**config.mk**
```make
export PLATFORM = sky130hd
export DESIGN_NAME = imem_fetch_ctrl
export DESIGN_NICKNAME = d
export VERILOG_FILES = /design/src/rtl/fetch_pkg.sv /design/src/rtl/fetch_queue.sv /design/src/rtl/imem_fetch_ctrl.sv
export SDC_FILE = /design/constraint.sdc
export NUM_CORES = 1
export LEC_CHECK = 0
export CORE_ASPECT_RATIO = 0.9
export CORE_UTILIZATION = 50
export CTS_BUF_LIST = sky130_fd_sc_hd__clkbuf_4
export DETAILED_ROUTE_END_ITERATION = 10
export PLACE_DENSITY = 0.76
export SLEW_MARGIN = 20
export SYNTH_ARGS = -nofsm -noshare
export SYNTH_HDL_FRONTEND = slang
export SYNTH_SLANG_ARGS = --single-unit
```
**constraint.sdc**
```tcl
create_clock -name clk -period 7.2 [get_ports clk]
set_clock_uncertainty 0.2 [all_clocks]
set_input_delay 1.44 -clock clk [delete_from_list [all_inputs] [get_ports clk]]
set_output_delay 1.44 -clock clk [all_outputs]
set_load 0.05 [all_outputs]
```
**src/rtl/fetch_pkg.sv**
```systemverilog
// Shared types and constants for the instruction-fetch path.
package fetch_pkg;

  localparam int INSTR_W = 32;

  localparam logic [INSTR_W-1:0] NOP_INSTR = 32'h0000_0013;

  typedef struct packed {
    logic [31:0]        pc;
    logic [INSTR_W-1:0] instr;
  } fetch_entry_t;

endpackage

```
**src/rtl/fetch_queue.sv**
```systemverilog
// Two-entry FIFO of {pc, instr} between the imem return path and decode.
// Push and pop may coincide; flush empties it in one cycle.
module fetch_queue
  import fetch_pkg::*;
(
  input  logic         clk,
  input  logic         rst,
  input  logic         push,
  input  logic         pop,
  input  logic         flush,
  input  fetch_entry_t din,
  output logic [1:0]   count,
  output fetch_entry_t head
);

  fetch_entry_t mem [2];
  logic         rd_ptr;
  logic         wr_ptr;

  always_ff @(posedge clk or posedge rst) begin
    if (rst) begin
      mem[0] <= '{pc: '0, instr: NOP_INSTR};
      mem[1] <= '{pc: '0, instr: NOP_INSTR};
      rd_ptr <= 1'b0;
      wr_ptr <= 1'b0;
      count  <= 2'd0;
    end else if (flush) begin
      rd_ptr <= 1'b0;
      wr_ptr <= 1'b0;
      count  <= 2'd0;
    end else begin
      if (push) begin
        mem[wr_ptr] <= din;
        wr_ptr      <= ~wr_ptr;
      end
      if (pop) rd_ptr <= ~rd_ptr;
      count <= count + {1'b0, push} - {1'b0, pop};
    end
  end

  assign head = mem[rd_ptr];

endmodule

```
**src/rtl/imem_fetch_ctrl.sv**
```systemverilog
// Fetch sequencer: owns the PC, issues one word read per cycle to a
// 1-cycle imem, and buffers returned words for decode.
module imem_fetch_ctrl
  import fetch_pkg::*;
#(
  parameter int          ADDR_WIDTH = 10,
  parameter logic [31:0] RESET_PC   = 32'h0000_0000
) (
  input  logic                  clk,
  input  logic                  rst,
  input  logic                  halt,
  input  logic                  redirect_valid,
  input  logic [31:0]           redirect_pc,
  output logic [ADDR_WIDTH-1:0] imem_addr,
  output logic                  imem_req,
  input  logic [31:0]           imem_data,
  output logic                  out_valid,
  input  logic                  out_ready,
  output logic [31:0]           out_pc,
  output logic [31:0]           out_instr
);

  logic [31:0]  pc_q;
  logic [31:0]  inf_pc;
  logic         inf_valid;
  logic [1:0]   count;
  logic [2:0]   occ;
  logic         out_fire;
  logic         issue;
  logic         push;
  fetch_entry_t head;

  fetch_queue u_queue (
    .clk   (clk),
    .rst   (rst),
    .push  (push),
    .pop   (out_fire),
    .flush (redirect_valid),
    .din   ('{pc: inf_pc, instr: imem_data}),
    .count (count),
    .head  (head)
  );

  assign out_valid = !redirect_valid && (count != 2'd0);
  assign out_fire  = out_valid && out_ready;
  assign out_pc    = out_valid ? head.pc    : '0;
  assign out_instr = out_valid ? head.instr : '0;

  // Occupancy counts the in-flight word so a returning read always has a slot.
  assign occ      = {1'b0, count} + {2'b0, inf_valid} - {2'b0, out_fire};
  assign issue    = !rst && !halt && !redirect_valid && (occ < 3'd2);
  assign push     = inf_valid && !redirect_valid;
  assign imem_req = issue;
  assign imem_addr = pc_q[ADDR_WIDTH+1:2];

  always_ff @(posedge clk or posedge rst) begin
    if (rst) begin
      pc_q      <= RESET_PC;
      inf_pc    <= '0;
      inf_valid <= 1'b0;
    end else begin
      inf_valid <= issue;
      if (issue) begin
        inf_pc <= pc_q;
        pc_q   <= pc_q + 32'd4;
      end else if (redirect_valid) begin
        pc_q <= redirect_pc & ~32'h3;
      end
    end
  end

endmodule

```
---- After elaboration in Yosys (flattened, before gate mapping) ----
Cells that the tools add are included.
word-level totals
  flip-flop bits (word level) ............. 197
  input port bits ......................... 69
  output and inout port bits .............. 76
  logic and storage cells ................. 54
operators by class
  add/sub/neg operators ................... 5
  $lt $le $gt $ge ......................... 4
  muxes and demuxes ....................... 15
  bitwise logic cells ..................... 5
  reduce and logical (&&, ||, !) cells .... 15
operators by type and width
  operator               number
  $mux 64                4
  $bwmux 128             1
  $mux 32                4
  $demux 64 s1           1
  $add 32x3->32 const B  1
  $reduce_bool 2->1      4
  $logic_and 1x1->1      7
  $ge 2x2->1 const B     2
  $mux 1                 4
  $not 1->2              2
  $add 2x1->3            1
  $logic_not 1->1        3
  $lt 3x2->1 const B     1
  $not 1->1              3
  $sub 3x1->3            1
  $add 2x1->2            1
  $lt 2x1->1 const B     1
  $mux 2                 1
  $reduce_and 2->1       1
  $sub 2x1->2            1

---- Longest topological paths before layout ----
  word-level depth ........................ 7
  depth in mapped cells ................... 18
  depth with buffers taken out ............ 14

---- By module ----
Synthesis repeated with hierarchy kept, for this count alone.
second synthesis, totals
  cells, all modules ...................... 777
  area total of the unflattened synthesis .. 9700.6 um^2
modules (own cells, without submodules)
  module           instances  cells an instance  area an instance (um^2)  sequential area each (um^2)
  fetch_queue      1          359                6149.6                   3310.7
  imem_fetch_ctrl  1          418                3550.9                   1526.5

---- Worst setup path after synthesis ----
OpenSTA, ideal clock, no wires.
  kind .................................... input to output
  from .................................... input redirect_valid
  to ...................................... output imem_req
  arrival ................................. 4.697 ns
  required time ........................... 5.560 ns
  setup slack ............................. 0.863 ns
  stages .................................. 16
  buffers on the path ..................... 5
  cells stage by stage .................... buf_6 -> clkinv_1 -> o21ai_1 -> inv_1 -> and2_1 -> ha_1 -> inv_1 -> nand2_1 -> fa_1 -> or4b_1 -> or2_1 -> buf_6 -> clkinv_4 -> buf_8 -> buf_8 -> buf_4
on the way
  longest elaborated chain between the ends .. 6
  elaborated cells on any way between the ends .. 7
  classes of those cells .................. add/sub (1); order compare (1); reduce/logical (5)
RTL lines
  element            RTL line               RTL
  start, declared    imem_fetch_ctrl.sv:12  input logic redirect_valid,
  $logic_not 1->1    imem_fetch_ctrl.sv:44  assign out_valid = !redirect_valid && (count != 2'd0);
  $logic_and 1x1->1  imem_fetch_ctrl.sv:44
  via out_valid      imem_fetch_ctrl.sv:17  output logic out_valid,
  $logic_and 1x1->1  imem_fetch_ctrl.sv:45  assign out_fire = out_valid && out_ready;
  $sub 3x1->3        imem_fetch_ctrl.sv:50  assign occ = {1'b0, count} + {2'b0, inf_valid} - {2'b0, out_fire};
  $lt 3x2->1         imem_fetch_ctrl.sv:51  assign issue = !rst && !halt && !redirect_valid && (occ < 3'd2);
  $logic_and 1x1->1  imem_fetch_ctrl.sv:51
  end, declared      imem_fetch_ctrl.sv:15  output logic imem_req,
The timed path passes the listed nets, and every way through them passes these cells.

---- Worst setup path in the final report ----
  from .................................... input redirect_valid
  to ...................................... output imem_req
on the way
  longest elaborated chain between the ends .. 6
  elaborated cells on any way between the ends .. 7
  classes of those cells .................. add/sub (1); order compare (1); reduce/logical (5)
RTL lines
  element              RTL line
  $logic_not 1->1 *    imem_fetch_ctrl.sv:44, imem_fetch_ctrl.sv:51
  $logic_and 1x1->1    imem_fetch_ctrl.sv:44
  $logic_and 1x1->1    imem_fetch_ctrl.sv:45
  $sub 3x1->3          imem_fetch_ctrl.sv:50
  $lt 3x2->1           imem_fetch_ctrl.sv:51
  $logic_and 1x1->1 *  imem_fetch_ctrl.sv:51
Every way passes the cells marked *; elsewhere a longest branch is shown, timed or not.

==> flow_summary.ini <==
[cells_and_area]
n_fill_cell = 1414
final_net_count = 966
regArea_mm2 = 0.004741
antennaDiodeCount = 0
syn_to_final_growth_pct = 20.23
multi_input_area_mm2 = 0.003757
drive_above_1_share_pct = 21.10

[global_route]
grt_max_degree = 67
antenna_found_initial = 0
grt_overflow = 0
track_usage_pct = 21.66
grt_pass1_vias = 6008
grt_pass1_wl_mm = 30.72

[floorplanning]
die_y_um = 128.3
io_pins = 145
coreArea_mm2 = 0.01712
placementRows = 45
die_area_mm2 = 0.01826
initial_core_util_pct = 51.78
die_w_um = 142.3

[cts]
path_clk_slew_ps = 140
clk_path_buf_depth = 2
ctsHoldBuffers = 0
numClockSinks = 189
cts_buffers = 17
insertion_delay_ps = 560
cts_setup_buffers = 0
cts-root-buf = clkbuf_4
cts_tree = done
cts_resized = 0
cts-htree-levels = 4

[logic_synthesis]
yosys_most_used_dff = dfrtp_1
synth_edf_count = 0
yosysSeqAreaShare_pct = 53.45
synth.area.mux_share_pct = 23.11
synth_fa_ha_area_share_pct = 0.7906
synthCells = 781
ys_async_sr_fraction_pct = 100.0
synth_warnings = 0
synth_cell_types = 62
synth_xor_area_share_pct = 0.3953
synth-simple-area-share_pct = 11.86
synth_compound_area_share_pct = 5.916
synth_top_family_by_area = multiplexers
netlist_area_mm2 = 0.008862
ys_ff_latch = 189
synth_area_per_cell_um2 = 11.35

[timing]
setup_viol = 0
holdWs_ps = 317.0
max_freq_mhz = 158.6
worst_pin_slew_ps = 1087
fin_crit_sh_pct = 87.57
slew_headroom_pct = 27.29
rsz0062_at_grt = false
drv_slew = 0
fin_crit_ps = 6305
fin_setup_tns_ps = 0
hold_viol = 0

[power_and_ir_drop]
power_leakage_nw = 4.665
p_per_area_mw_per_mm2 = 266.4
ir_drop_mv = 0.1771

[placement]
portBuffers = 140
hpwl_mm = 12.17
gp_congestion = 0.8364

[routing]
vias_per_cell = 5.434
wl_mm = 18.67
dr.pass1.iters = 5
antenna_left = 0
vias = 6195
drt_iter0_markers = 375
drcViolationCount = 0
wl_per_cell_um = 16.37

[critical_path]
timing.rr.end = pc_q[12]
critPathBufInv = 6
arrival_ps = 4660
reg2reg_slack_ps = 3270
startpoint_type = input pin
cpPeakStageDelay_ps = 540
worst_path_max_delay_cell = clkdlybuf4s50_1
reg2reg_depth = 13
critPathRequiredTime_ps = 5560
critPathMaxFanout = 49
cp_common_cell = inv_1
r2r-start = u_queue.count[1]
end_kind = primary output
crit_family = buffers and inverters
critPathKind = in2out
cp_cell_sequence = clkdlybuf4s50_1, clkinv_1, o21ai_4, inv_1, and2_1, ha_1, inv_1, nand2_1, fa_1, or4b_1, or2_2, clkinv_4, buf_12

[outcome]
status = finished clean

[min_path]
hp-start = inf_pc[20]
min_path_type = reg2reg
whs_path_depth = 2
hold_path_end = inf_pc[20]

[job]
drv_cap = 0
-- power by group --
| group | switching [W] | internal (W) |
|---|---|---|
| combinational | 0.000327 | 0.000343 |
| clock | 0.000361 | 0.000281 |
| sequential | 0.000183 | 0.00134 |
| total | 0.000871 | 0.00197 |
-- registers in the layout (all words and copies together), names as in the netlist --
name            cells
u_queue.rd_ptr      1
inf_pc             30
pc_q               30
inf_valid           1
u_queue.count       2
u_queue.mem       124
u_queue.wr_ptr      1
-- stage by stage --
| step | instance area, um2 | instances | utilization, % | power, W | setup WS, ps |
|---|---|---|---|---|---|
| after CTS | 10660 | 1140 | 62.25 | 0.002866 | 888.1 |
| after global routing | 10660 | 1140 | 62.25 | 0.003013 | 776.0 |
| after detailed placement | 10330 | 1108 | 60.35 | 0.002230 | 895.2 |
| after global placement | 10330 | 1108 | 60.35 | 0.002199 | 922.3 |
| after floorplan | 8866 | 782 | - | 0.002025 | 427.8 |
| final | 10660 | 1140 | 62.25 | 0.002838 | 895.2 |
-- worst max-delay path by stage --
| stage | cells after the start | to | from |
|---|---|---|---|
| after floorplan | 1 | inf_pc[10] | rst |
| after global placement | 13 | imem_req | redirect_valid |
| after detailed placement | 13 | imem_req | redirect_valid |
| after CTS | 13 | imem_req | redirect_valid |
| after global routing | 13 | imem_req | redirect_valid |
| final | 13 | imem_req | redirect_valid |
-- cells in the final DEF, fill, tap and decap left out, drive strengths merged, types with 2 or more instances in the layout --
cell type,count
a21o,5
a21oi,12
a221oi,2
a22oi,3
a31oi,3
a32oi,2
a41oi,2
and2,3
and3,5
buf,16
bufinv,4
clkbuf,18
clkdlybuf4s50,133
clkinv,10
conb,2
dfrtp,183
dfstp,6
ha,4
inv,16
mux2,125
mux2i,64
nand2,106
nand3,17
nand4,12
nor2,82
nor2b,3
nor3,3
o211ai,5
o21a,2
o21ai,20
o22ai,2
o311ai,4
o31a,2
o31ai,2
o32ai,2
or2,2
or3,3
or4,3
xnor2,3
-- cells in the mapped netlist (5+ instances only) --
cell type / instances / share of area, %
and3_1: 5 / 0.35
o211ai_1: 5 / 0.42
inv_1: 15 / 0.64
nand3_1: 17 / 0.96
nand2_1: 105 / 4.4
mux2i_1: 64 / 7.2
nand4_1: 11 / 0.78
mux2_2: 125 / 16
a21o_1: 5 / 0.42
nor2_1: 82 / 3.5
dfstp_2: 6 / 1.8
buf_1: 5 / 0.21
a21oi_1: 12 / 0.68
clkbuf_1: 29 / 1.2
buf_4: 15 / 1.3
dfrtp_1: 183 / 52
o21ai_0: 18 / 1.0
-- tightest hold or removal path, stage by stage, from the launching register on --
cell and delay, ps:
dfrtp_1 390, nand2_1 50, nand2_1 50
-- per-layer routing --
layer  global-route usage [%]  wire length [um]
met5                        0                 0
met4                    4.554                97
met3                    5.304              1208
met2                    33.33              8218
met1                    31.21              9142
-- logic make-up after synthesis --
family,Yosys count
muxes,189
xor gates and xnor gates,4
buffers and inverters,75
and+or+nand+nor,242
DFF,189
AOI/OAI and AO/OA,76
other,1
adders and majority gates,5
-- cell type report --
cell class	instances	area share, %
timing repair buffer	149	13.74
sequential	189	44.49
clock inverter	14	1.785
inverter	17	0.6928
clock buffer	18	1.268
multi-input combinational	518	35.26
tap	235	2.760
Power figures use the tool's default switching activity.
